<file path="src/rtl/turn_controller.sv">
// Turn sequencer for a two-player board game: key edge detection, move validation,
// per-turn countdown with BCD display and timeout. Optional macro: TURN_TIMEOUT_SKIP_EN.
module turn_controller #(
    parameter int CELLS      = 9,
    parameter int TURN_TICKS = 800
) (
    input  logic                 clk,
    input  logic                 rst,
    input  logic                 tick,
    input  logic                 start,
    input  logic [1:0]           game_end,
    input  logic                 key_valid,
    input  logic [3:0]           key_code,
    input  logic [2*CELLS-1:0]   board,
    output logic [3:0]           location,
    output logic [1:0]           mark,
    output logic                 mark_vld,
    output logic                 whos_turn,
    output logic [3:0]           time_sec,
    output logic [3:0]           time_tenth,
    output logic                 timeout,
    output logic                 reject
);

    localparam logic [1:0] ST_IDLE  = 2'd0;
    localparam logic [1:0] ST_PLAY  = 2'd1;
    localparam logic [1:0] ST_DONE  = 2'd2;
    localparam logic [3:0] LOC_NONE = 4'(CELLS);
    localparam logic [9:0] RELOAD   = 10'(TURN_TICKS);
`ifdef TURN_TIMEOUT_SKIP_EN
    localparam logic SKIP_EN = 1'b1;
`else
    localparam logic SKIP_EN = 1'b0;
`endif

    logic [1:0] r_state;
    logic       r_key_prev;
    logic [9:0] r_cnt;
    logic [3:0] r_location;
    logic [1:0] r_mark;
    logic       r_mark_vld;
    logic       r_whos_turn;
    logic [3:0] r_time_sec;
    logic [3:0] r_time_tenth;
    logic       r_timeout;
    logic       r_reject;

    logic       w_press;
    logic       w_eval;
    logic       w_valid_cell;
    logic       w_accept;
    logic       w_refuse;
    logic       w_dec;
    logic       w_expire;
    logic [1:0] w_state_nxt;
    logic [9:0] w_cnt_nxt;
    logic       w_turn_nxt;

    function automatic logic [1:0] cell_of(input logic [2*CELLS-1:0] b, input logic [3:0] idx);
        logic [1:0] v;
        v = 2'b00;
        for (int i = 0; i < CELLS; i++) begin
            v = (idx == 4'(i)) ? b[2*i +: 2] : v;
        end
        return v;
    endfunction

    function automatic logic [3:0] digit_hundreds(input logic [9:0] c);
        logic [9:0] q;
        q = c / 10'd100;
        return q[3:0];
    endfunction

    function automatic logic [3:0] digit_tens(input logic [9:0] c);
        logic [9:0] q;
        q = (c / 10'd10) % 10'd10;
        return q[3:0];
    endfunction

    // Press qualification and move validation
    always_comb begin
        w_press      = key_valid & ~r_key_prev;
        w_eval       = w_press && (r_state == ST_PLAY) && (r_cnt != 10'd0);
        w_valid_cell = (key_code < LOC_NONE) && (cell_of(board, key_code) == 2'b00);
        w_accept     = w_eval && w_valid_cell;
        w_refuse     = w_eval && !w_valid_cell;
        w_dec        = (r_state == ST_PLAY) && tick && (r_cnt != 10'd0) && !w_accept;
        w_expire     = w_dec && (r_cnt == 10'd1);
    end

    // Game state sequencing; a nonzero game_end overrides every other transition
    always_comb begin
        w_state_nxt = r_state;
        if (game_end != 2'b00) begin
            w_state_nxt = ST_DONE;
        end else begin
            case (r_state)
                ST_IDLE: w_state_nxt = start ? ST_PLAY : ST_IDLE;
                ST_PLAY: w_state_nxt = start ? ST_PLAY : ST_IDLE;
                ST_DONE: w_state_nxt = ST_IDLE;
                default: w_state_nxt = ST_IDLE;
            endcase
        end
    end

    // Turn timer and turn ownership; an accepted move outranks a same-cycle tick
    always_comb begin
        w_cnt_nxt  = r_cnt;
        w_turn_nxt = r_whos_turn;
        if (w_accept) begin
            w_cnt_nxt  = RELOAD;
            w_turn_nxt = ~r_whos_turn;
        end else if (w_dec) begin
            w_cnt_nxt = r_cnt - 10'd1;
        end else if ((r_state == ST_IDLE) && (w_state_nxt == ST_PLAY)) begin
            w_cnt_nxt = RELOAD;
        end else if (SKIP_EN && r_timeout && (r_state == ST_PLAY)) begin
            w_cnt_nxt  = RELOAD;
            w_turn_nxt = ~r_whos_turn;
        end else begin
            w_cnt_nxt = r_cnt;
        end
    end

    // State, strobes and display registers
    always_ff @(posedge clk) begin
        if (!rst) begin
            r_state      <= ST_IDLE;
            r_key_prev   <= 1'b0;
            r_cnt        <= RELOAD;
            r_location   <= LOC_NONE;
            r_mark       <= 2'b00;
            r_mark_vld   <= 1'b0;
            r_whos_turn  <= 1'b0;
            r_time_sec   <= digit_hundreds(RELOAD);
            r_time_tenth <= digit_tens(RELOAD);
            r_timeout    <= 1'b0;
            r_reject     <= 1'b0;
        end else begin
            r_state      <= w_state_nxt;
            r_key_prev   <= key_valid;
            r_cnt        <= w_cnt_nxt;
            r_whos_turn  <= w_turn_nxt;
            r_mark_vld   <= w_accept;
            r_reject     <= w_refuse;
            r_timeout    <= w_expire;
            r_time_sec   <= digit_hundreds(r_cnt);
            r_time_tenth <= digit_tens(r_cnt);
            if (w_accept) begin
                r_location <= key_code;
                r_mark     <= r_whos_turn ? 2'b10 : 2'b01;
            end else begin
                r_location <= r_location;
                r_mark     <= r_mark;
            end
        end
    end

    assign location   = r_location;
    assign mark       = r_mark;
    assign mark_vld   = r_mark_vld;
    assign whos_turn  = r_whos_turn;
    assign time_sec   = r_time_sec;
    assign time_tenth = r_time_tenth;
    assign timeout    = r_timeout;
    assign reject     = r_reject;

endmodule
</file>
<file path="config.mk">
export PLATFORM = sky130hd
export DESIGN_NAME = turn_controller
export DESIGN_NICKNAME = d
export VERILOG_FILES = /design/src/rtl/turn_controller.sv
export SDC_FILE = /design/constraint.sdc
export NUM_CORES = 1
export LEC_CHECK = 0
export CAP_MARGIN = 20
export CORE_MARGIN = 5
export CORE_UTILIZATION = 49
export DETAILED_ROUTE_END_ITERATION = 10
export PLACE_DENSITY = 0.8
export REMOVE_ABC_BUFFERS = 1
export SETUP_SLACK_MARGIN = 0.05
export SYNTH_ARGS = -nofsm -noshare
export SYNTH_HDL_FRONTEND = slang
export SYNTH_SLANG_ARGS = --single-unit
</file>
<file path="constraint.sdc">
create_clock -name clk -period 6.76 [get_ports clk]
set_input_delay 1.352 -clock clk [delete_from_list [all_inputs] [get_ports clk]]
set_output_delay 1.352 -clock clk [all_outputs]
set_load 0.01 [all_outputs]
</file>
# [Yosys cells after proc, flatten, opt, wreduce, memory -nomap -nowiden]
# Cells that the tools add are included.
[word_totals] output_inout_bits=18 regBits=31 word_cells=66 inputBits=29
[classes] reduce_logical=20 muxes=15 n_bitwise=4 n_eq_ne=11 add_sub_neg=1 div=3 magnitude_cmp=1
[op_table] cell="$mux W2" count=11
[op_table] cell="$mux W10" count=2
[op_table] cell="$eq A4 B3 Y1 const B" count=4
[op_table] cell="$div A10 B4 Y10 const B" count=1
[op_table] cell="$div A10 B7 Y10 const B" count=1
[op_table] cell="$eq A10 B1 Y1 const B" count=1
[op_table] cell="$logic_and A1 B1 Y1" count=10
[op_table] cell="$mod A10 B4 Y10 const B" count=1
[op_table] cell="$reduce_bool A10 Y1" count=1
[op_table] cell="$sub A10 B1 Y10 const B" count=1
[op_table] cell="$eq A4 B2 Y1 const B" count=2
[op_table] cell="$eq A2 B1 Y1 const B" count=2
[op_table] cell="$eq A4 B1 Y1 const B" count=1
[op_table] cell="$eq A4 B4 Y1 const B" count=1
[op_table] cell="$logic_not A2 Y1" count=2
[op_table] cell="$logic_not A4 Y1" count=1
[op_table] cell="$lt A4 B4 Y1 const B" count=1
[op_table] cell="$reduce_bool A2 Y1" count=2
[op_table] cell="$reduce_or A2 Y1" count=2
[op_table] cell="$not A1 Y1" count=3
[op_table] cell="$logic_not A1 Y1" count=2
[op_table] cell="$mux W1" count=2
[op_table] cell="$and A1 B1 Y1" count=1

# [Longest topological paths before layout]
# Gate-level depths: netlist (run 1).
[depth] depth_word=16 mapped_depth=30 depth_no_buf=25

# [Worst setup path before layout (run 1)]
# No wires, ideal clock.
[synth_path] kind="reg-to-reg" startpoint="register r_cnt[6]" endpoint="register r_time_tenth[2], in the netlist time_tenth[2]" setup_time_ns=0.079 period_less_slack_ns=5.004 arrival_time_ns=4.925 setup_slack_ns=1.756 path_buffers=3 stages_incl_launch_ff=27 t_required_ns=6.681 cell_sequence="dfxtp_1 > buf_4 > buf_6 > mux2i_1 > o22ai_1 > a221oi_1 > ha_1 > and3_1 > o2111a_1 > nand2_1 > a211o_1 > and2_1 > buf_4 > and3b_1 > o22a_1 > inv_1 > ha_1 > and2_1 > o311ai_2 > o221a_1 > nand3_2 > xnor2_1 > ha_1 > nand2b_1 > or2_2 > o22a_1 > o211ai_1"
[synth_via] elab_chain_len=2
[synth_rtl] item="start, declared" line_no="38" text="logic [9:0] r_cnt;"
[synth_rtl] item="start signal, assigned" line_no="142" text="r_cnt <= w_cnt_nxt;"
[synth_rtl] item="$div A10 B4 Y10" line_no="76" text="q = (c / 10'd10) % 10'd10;"
[synth_rtl] item="$mod A10 B4 Y10" line_no="76"
[synth_rtl] item="end signal, assigned" line_no="136" text="r_time_tenth <= digit_tens(RELOAD);"
[synth_rtl] item="end signal, assigned" line_no="148" text="r_time_tenth <= digit_tens(r_cnt);"
[synth_rtl] item="end, declared" line_no="44" text="logic [3:0] r_time_tenth;"
# Every way passes these cells.
# A chain may end at the register's enable or synchronous reset.

# [Worst setup path in the final report (run 1)]
# Same ends and word-level chain as after synthesis.

==> results of run 1 <==
## critical path: stages, from the launching register on
cell	delay [ns]
dfxtp_1	0.85
buf_4	0.32
or4b_1	0.48
o211ai_1	0.13
o31ai_1	0.10
o211a_1	0.19
a221oi_1	0.42
o32ai_2	0.17
a211o_1	0.30
and2_1	0.26
and3b_1	0.30
o22a_1	0.23
inv_1	0.08
ha_1	0.23
and2_1	0.17
o311ai_2	0.08
o221a_1	0.25
nand3_2	0.12
xnor2_1	0.36
ha_1	0.30
nand2b_1	0.17
or2_2	0.30
o22a_1	0.18
o211ai_1	0.08
## sequential cells by signal, indices dropped and copies added (netlist names)
register and cells:
time_sec 4, mark 2, r_key_prev 1, reject 1
r_state 2, timeout 1, time_tenth 4, location 4
mark_vld 1, r_cnt 10
## report_power, final
| group | internal (mW) | total [mW] | switching, mW | leakage (nW) |
|---|---|---|---|---|
| logic | 0.0393 | 0.0761 | 0.0368 | 1.30 |
| registers | 0.181 | 0.183 | 0.00210 | 0.243 |
| clock network | 0.0820 | 0.147 | 0.0655 | 0.0482 |
| total | 0.302 | 0.406 | 0.104 | 1.59 |
## how the worst max path moves through the flow
stage	cells past startpoint	slack [ns]	start	end
2_1_floorplan	22	0.82	r_cnt[7]	time_tenth[2]
6_report	23	0.59	r_cnt[6]	time_tenth[2]
5_1_grt	24	0.10	r_cnt[6]	time_tenth[2]
4_1_cts	23	0.68	r_cnt[6]	time_tenth[2]
3_3_place_gp	24	0.97	r_cnt[6]	time_tenth[2]
3_5_place_dp	23	0.68	r_cnt[6]	time_tenth[2]
## per-layer routing
| metal | wire length (µm) | vias to the layer above |
|---|---|---|
| li1 | - | 1991 |
| met1 | 4630 | 1966 |
| met2 | 5460 | 212 |
| met3 | 765 | 38 |
| met4 | 362 | 0 |
| met5 | 0 | - |
## cell usage in the layout (no fill, tap or decap), types with 4 or more instances in the layout
cell type and n:
nor2_1 55, nand2_1 47, a21oi_1 46, clkdlybuf4s50_1 46, dfxtp_1 30, o21ai_0 26, nand3_1 20, nor3_1 15
buf_4 15, inv_1 13, xnor2_1 12, mux2i_1 10, nand2b_1 10, ha_1 10, a211oi_1 8, o211ai_1 8
and2_1 8, a221oi_1 7, or2_2 7, o31ai_1 7, and3_1 7, o21a_1 6, a31oi_1 6, clkbuf_8 6
o22ai_1 5, nor2b_1 4, o221ai_1 4, o32ai_1 4
## metrics by stage
step	hold WS [ns]	power [mW]	util
floorplan	0.474	0.227	-
global placement	0.463	0.261	0.574
detailed placement	0.462	0.262	0.574
CTS	0.484	0.409	0.586
global route	0.502	0.422	0.586
finish	0.478	0.406	0.586
## logic make-up (layout without fill, tap and decap cells)
logic type | count (synthesis) | after routing
AOI/OAI and AO/OA | 180 | 180
DFF | 30 | 30
xor gates and xnor gates | 14 | 14
muxes | 13 | 13
buffers and inverters | 52 | 84
adders and majority gates | 12 | 12
and+or+nand+nor | 212 | 212
## layout make-up
class,instances,area share
clock buffers,7,0.0202
well taps,99,0.0290
inverters,15,0.0132
repair buffers,61,0.134
flip-flops and latches,30,0.140
clock inverters,1,0.00117
multi-input cells,431,0.662
==> flow_metrics.env, run 1 <==
export IMPL_status="completed"
export IMPL_worstPathArrival_ns=6.37
export IMPL_cts_tree="yes"
export IMPL_fin_crit_ns=6.17
export IMPL_cp_required_ns=6.96
export IMPL_wl_um=11200
export IMPL_cts_root_buf="clkbuf_8"
export IMPL_dp_worst_setup_slack_ns=0.684
export IMPL_setup_violations=0
export IMPL_fin_area_um2=4280
export IMPL_core_area_um2=7290
export IMPL_yosysUniqueCellTypes=93
export IMPL_grt_max_degree=25
export IMPL_seqCellArea_um2=601
export IMPL_hold_start="location[0]"
export IMPL_placed_area_um2=4190
export IMPL_wl_per_cell_um=17.4
export IMPL_synth_top_area_cell="dfxtp_1"
export IMPL_dp_hpwl_um=8510
export IMPL_synth_top_family_by_area="compound AO/OA/AOI/OAI gates"
export IMPL_grt_met3_usage=0.0353
export IMPL_ctsResizeCount=0
export IMPL_worst_pin_slew_ns=0.822
export IMPL_synth_adder_area_share=0.0393
export IMPL_slew_viol_final=0
export IMPL_synthTopCellsByArea="dfxtp_1 (16%), a21oi_1 (6.2%), nor2_1 (5.6%)"
export IMPL_row_count=31
export IMPL_antenna_cells=0
export IMPL_clock_latency_ns=0.28
export IMPL_synthSimpleGateAreaFrac=0.306
export IMPL_syn_avg_cell_area_um2=7.20
export IMPL_vias_per_cell=6.53
export IMPL_drive_above_1_share=0.0972
export IMPL_cts_hold_fix_buffers=0
export IMPL_synth_compound_area_frac=0.344
export IMPL_worst_hold_path_type="flop to flop"
export IMPL_start_util=0.507
export IMPL_hold_depth=2
export IMPL_ys_seq_area_frac=0.163
export IMPL_finClkSkew_ns=0.00363
export IMPL_maxCapViolations=0
export IMPL_drc=0
export IMPL_die_w_um=96.8
export IMPL_grt_remaining_overflow=0
export IMPL_synthXorXnorAreaFrac=0.0403
export IMPL_r2r_end="time_tenth[2]"
export IMPL_met2_usage=0.389
export IMPL_grt_busiest_layer="met2"
export IMPL_period_share=0.912
export IMPL_fmax_mhz=162
export IMPL_slew_limit_headroom=0.452
export IMPL_grt_total_usage=0.230
export IMPL_antenna_found_initial=0
export IMPL_htreeDepth=2
export IMPL_routed_via_count=4207
export IMPL_end_kind="flop"
export IMPL_io_buffers=46
export IMPL_dp_cells=636
export IMPL_cts_inserted_buffers=5
export IMPL_hold_end="location[0]"
export IMPL_grt_pass1_wl_um=18700
export IMPL_reg2reg_from="r_cnt[6]"
export IMPL_synth_most_common_cell="nor2_1"
export IMPL_ios=47
export IMPL_finalSetupTns_ns=0
export IMPL_synth_cell_area_um2=3690
export IMPL_async_flop_share=0
export IMPL_final_cell_count_no_fill=644
export IMPL_filler_cell_count=701
export IMPL_final_hold_violation_count=0
export IMPL_postRouteAntennaNets=0
export IMPL_setup_slack_ns=0.592
export IMPL_yosysTopAreaCellShare=0.163
export IMPL_drtIter0Drc=547
export IMPL_p_per_area_nw_per_um2=95.0
export IMPL_grt_pass1_vias=3917
export IMPL_multi_input_area_um2=2830
export IMPL_start_kind="flop"
export IMPL_syn_to_final_growth_pct=15.7
export IMPL_critPathMaxFanout=24
export IMPL_synth_main_ff_cell="dfxtp_1"
export IMPL_die_y_um=96.8
export IMPL_first_pass_iters=6
export IMPL_synth_edf_count=0
export IMPL_r2r_slack_ns=0.59
export IMPL_syn_inst=513
export IMPL_ir_drop_uv=62.1
export IMPL_cts_setup_buffers=0
export IMPL_gp_congestion=0.999
export IMPL_clk_path_buf_depth=2
export IMPL_path_class="flop to flop"
export IMPL_ys_warn_count=0
export IMPL_fp_dieArea_um2=9380
export IMPL_synthTopCellsByCount="nor2_1 (55), nand2_1 (47), a21oi_1 (46), dfxtp_1 (30), o21ai_0 (26)"
export IMPL_use_met1=0.291
export IMPL_synthMuxAreaShare=0.0373
export IMPL_power_leakage_nw=1.59
export IMPL_rsz0062_at_grt="false"
export IMPL_cts_num_sinks=30
export IMPL_ys_seq_elements=30
export IMPL_rr_worst_depth=23
export IMPL_fin_nets=583
export IMPL_clk_pin_slew_worst_paths_ns=0.06
Power figures use the tool's default switching activity.
==> run 2, diff against run 1 <==
--- a/config.mk
+++ b/config.mk
@@ -8,8 +8,9 @@
 export CAP_MARGIN = 20
 export CORE_MARGIN = 5
 export CORE_UTILIZATION = 49
+export CTS_CLUSTER_DIAMETER = 100
 export DETAILED_ROUTE_END_ITERATION = 10
-export PLACE_DENSITY = 0.8
+export PLACE_DENSITY_LB_ADDON = 0.3
 export REMOVE_ABC_BUFFERS = 1
 export SETUP_SLACK_MARGIN = 0.05
 export SYNTH_ARGS = -nofsm -noshare
==> run 2 against run 1 <==
  * Setup slack improved by 0.21 ns
  * Final cell count rose by 0.31%
  * Critical path depth rose by 1
  * Register-to-register slack improved by 0.21 ns
  * Die area did not move
  * Maximum frequency rose by 3.6%
  * Non-clock buffer count rose by 2
==> flow_metrics.env, run 2 (same netlist as run 1, synthesis figures left out) <==
export IMPL_syn_to_final_growth_pct=16.5
export IMPL_path_class="flop to flop"
export IMPL_critPathMaxFanout=16
export IMPL_drtIter0Drc=264
export IMPL_grt_pass1_vias=3794
export IMPL_cts_num_sinks=30
export IMPL_clk_path_buf_depth=2
export IMPL_setup_violations=0
export IMPL_slew_limit_headroom=0.497
export IMPL_antenna_cells=0
export IMPL_finClkSkew_ns=0.00324
export IMPL_final_hold_violation_count=0
export IMPL_dp_cells=638
export IMPL_drive_above_1_share=0.101
export IMPL_fin_nets=585
export IMPL_grt_remaining_overflow=0
export IMPL_clk_pin_slew_worst_paths_ns=0.06
export IMPL_slowest_delay_ns=0.67
export IMPL_end_kind="flop"
export IMPL_drc=0
export IMPL_gp_congestion=1.01
export IMPL_regMostFlops="r_cnt"
export IMPL_power_leakage_nw=1.61
export IMPL_rsz0062_at_grt="false"
export IMPL_power_frac_seq=0.450
export IMPL_vias_per_cell=6.40
export IMPL_cp_common_cell="ha_1"
export IMPL_maxCapViolations=0
export IMPL_final_cell_mix="nor2_1 (55), nand2_1 (47), a21oi_1 (46), clkdlybuf4s50_1 (46), dfxtp_1 (30)"
export IMPL_switching_share=0.257
export IMPL_routed_via_count=4135
export IMPL_htreeDepth=2
export IMPL_wl_um=11400
export IMPL_fin_area_um2=4300
export IMPL_grt_max_degree=35
export IMPL_worst_pin_slew_ns=0.748
export IMPL_cts_inserted_buffers=5
export IMPL_crit_chain="buf_4 -> mux2i_1 -> o22ai_1 -> a221oi_1 -> ha_1 -> and3_1 -> o2111a_1 -> nand2_1 -> a211o_1 -> and2_1 -> and3b_1 -> o22a_1 -> inv_1 -> ha_1 -> and2_1 -> o311ai_2 -> o221a_1 -> nand3_2 -> xnor2_1 -> ha_1 -> nand2b_1 -> or2_2 -> o22a_1 -> o211ai_1"
export IMPL_wl_per_cell_um=17.6
export IMPL_cts_tree="yes"
export IMPL_cts_hold_fix_buffers=0
export IMPL_antenna_found_initial=0
export IMPL_die_w_um=96.8
export IMPL_fmax_mhz=168
export IMPL_cp_slowest_cell="dfxtp_1"
export IMPL_grt_pass1_wl_um=18700
export IMPL_cp_required_ns=6.96
export IMPL_finalSetupTns_ns=0
export IMPL_die_y_um=96.8
export IMPL_p_per_area_nw_per_um2=94.5
export IMPL_ctsResizeCount=0
export IMPL_p_int_uw=302
export IMPL_clock_latency_ns=0.28
export IMPL_fp_dieArea_um2=9380
export IMPL_row_count=31
export IMPL_status="completed"
export IMPL_io_buffers=46
export IMPL_placed_area_um2=4210
export IMPL_path_delay_family="compound AO/OA/AOI/OAI gates"
export IMPL_clkPwrFrac=0.360
export IMPL_fin_crit_ns=5.95
export IMPL_worst_path_buf_inv=2
export IMPL_cts_setup_buffers=0
export IMPL_worst_hold_path_type="flop to flop"
export IMPL_ios=47
export IMPL_worstPathArrival_ns=6.16
export IMPL_start_util=0.507
export IMPL_first_pass_iters=5
export IMPL_layout_commonest_cell="nor2_1"
export IMPL_ir_drop_uv=120
export IMPL_start_kind="flop"
export IMPL_period_share=0.881
export IMPL_grt_total_usage=0.233
export IMPL_cts_root_buf="clkbuf_8"
export IMPL_power_frac_comb=0.191
export IMPL_slew_viol_final=0
export IMPL_dp_hpwl_um=8810
export IMPL_core_area_um2=7290
export IMPL_largest_reg_flops=10
export IMPL_switching_power_uw=104
export IMPL_postRouteAntennaNets=0
export IMPL_final_cell_count_no_fill=646
run 2: changes by cell type in the layout (fill, tap and decap cells not counted), sizes merged:
cell | previous run | this run
buf | 15 | 17
run 2: per-stage QoR:
step                      hold WS (ns)   util  worst slack [ns]  total power [mW]
after floorplan                  0.474      -             0.815             0.227
after global routing             0.505  0.590             0.443             0.423
after global placement           0.455  0.578              1.10             0.262
final                            0.494  0.590             0.807             0.407
after detailed placement         0.474  0.578             0.928             0.263
after CTS                        0.491  0.590             0.885             0.408
run 2: final timing paths:
kind,slack (ns),end,start,depth (start not counted)
hold reg to reg,0.49,location[0],location[0],2
setup reg to reg,0.81,time_tenth[2],r_cnt[6],24
hold / removal,0.49,location[0],location[0],2
setup / recovery,0.81,time_tenth[2],r_cnt[6],24
run 2: tightest hold or removal path, delay by kind of cell, from the launching register on:
kind          cells  cell delay (ns)
simple gates      1             0.06
flops             1             0.34
mux               1             0.07
run 2: power by group through the flow:
stage	clock, mW	sequential, mW	combinational [mW]
3_3_place_gp	0	0.187	0.0749
4_1_cts	0.148	0.183	0.0771
2_1_floorplan	0	0.188	0.0389
5_1_grt	0.156	0.183	0.0843
6_report	0.146	0.183	0.0776
3_5_place_dp	0	0.187	0.0766
run 2: layer usage:
metal,vias to the layer above,GRT usage,share of wire
li1,1995,-,-
met1,1922,0.275,0.41
met2,191,0.406,0.49
met3,27,0.0727,0.079
met4,0,0.0670,0.022
met5,-,0,0
run 2: area by class of cell:
class	count	area (µm²)
clock buffers	7	86.3
repair buffers	63	601
inverters	15	56.3
flip-flops and latches	30	601
well taps	99	124
clock inverters	1	5.00
fillers	695	2990
multi-input cells	431	2830
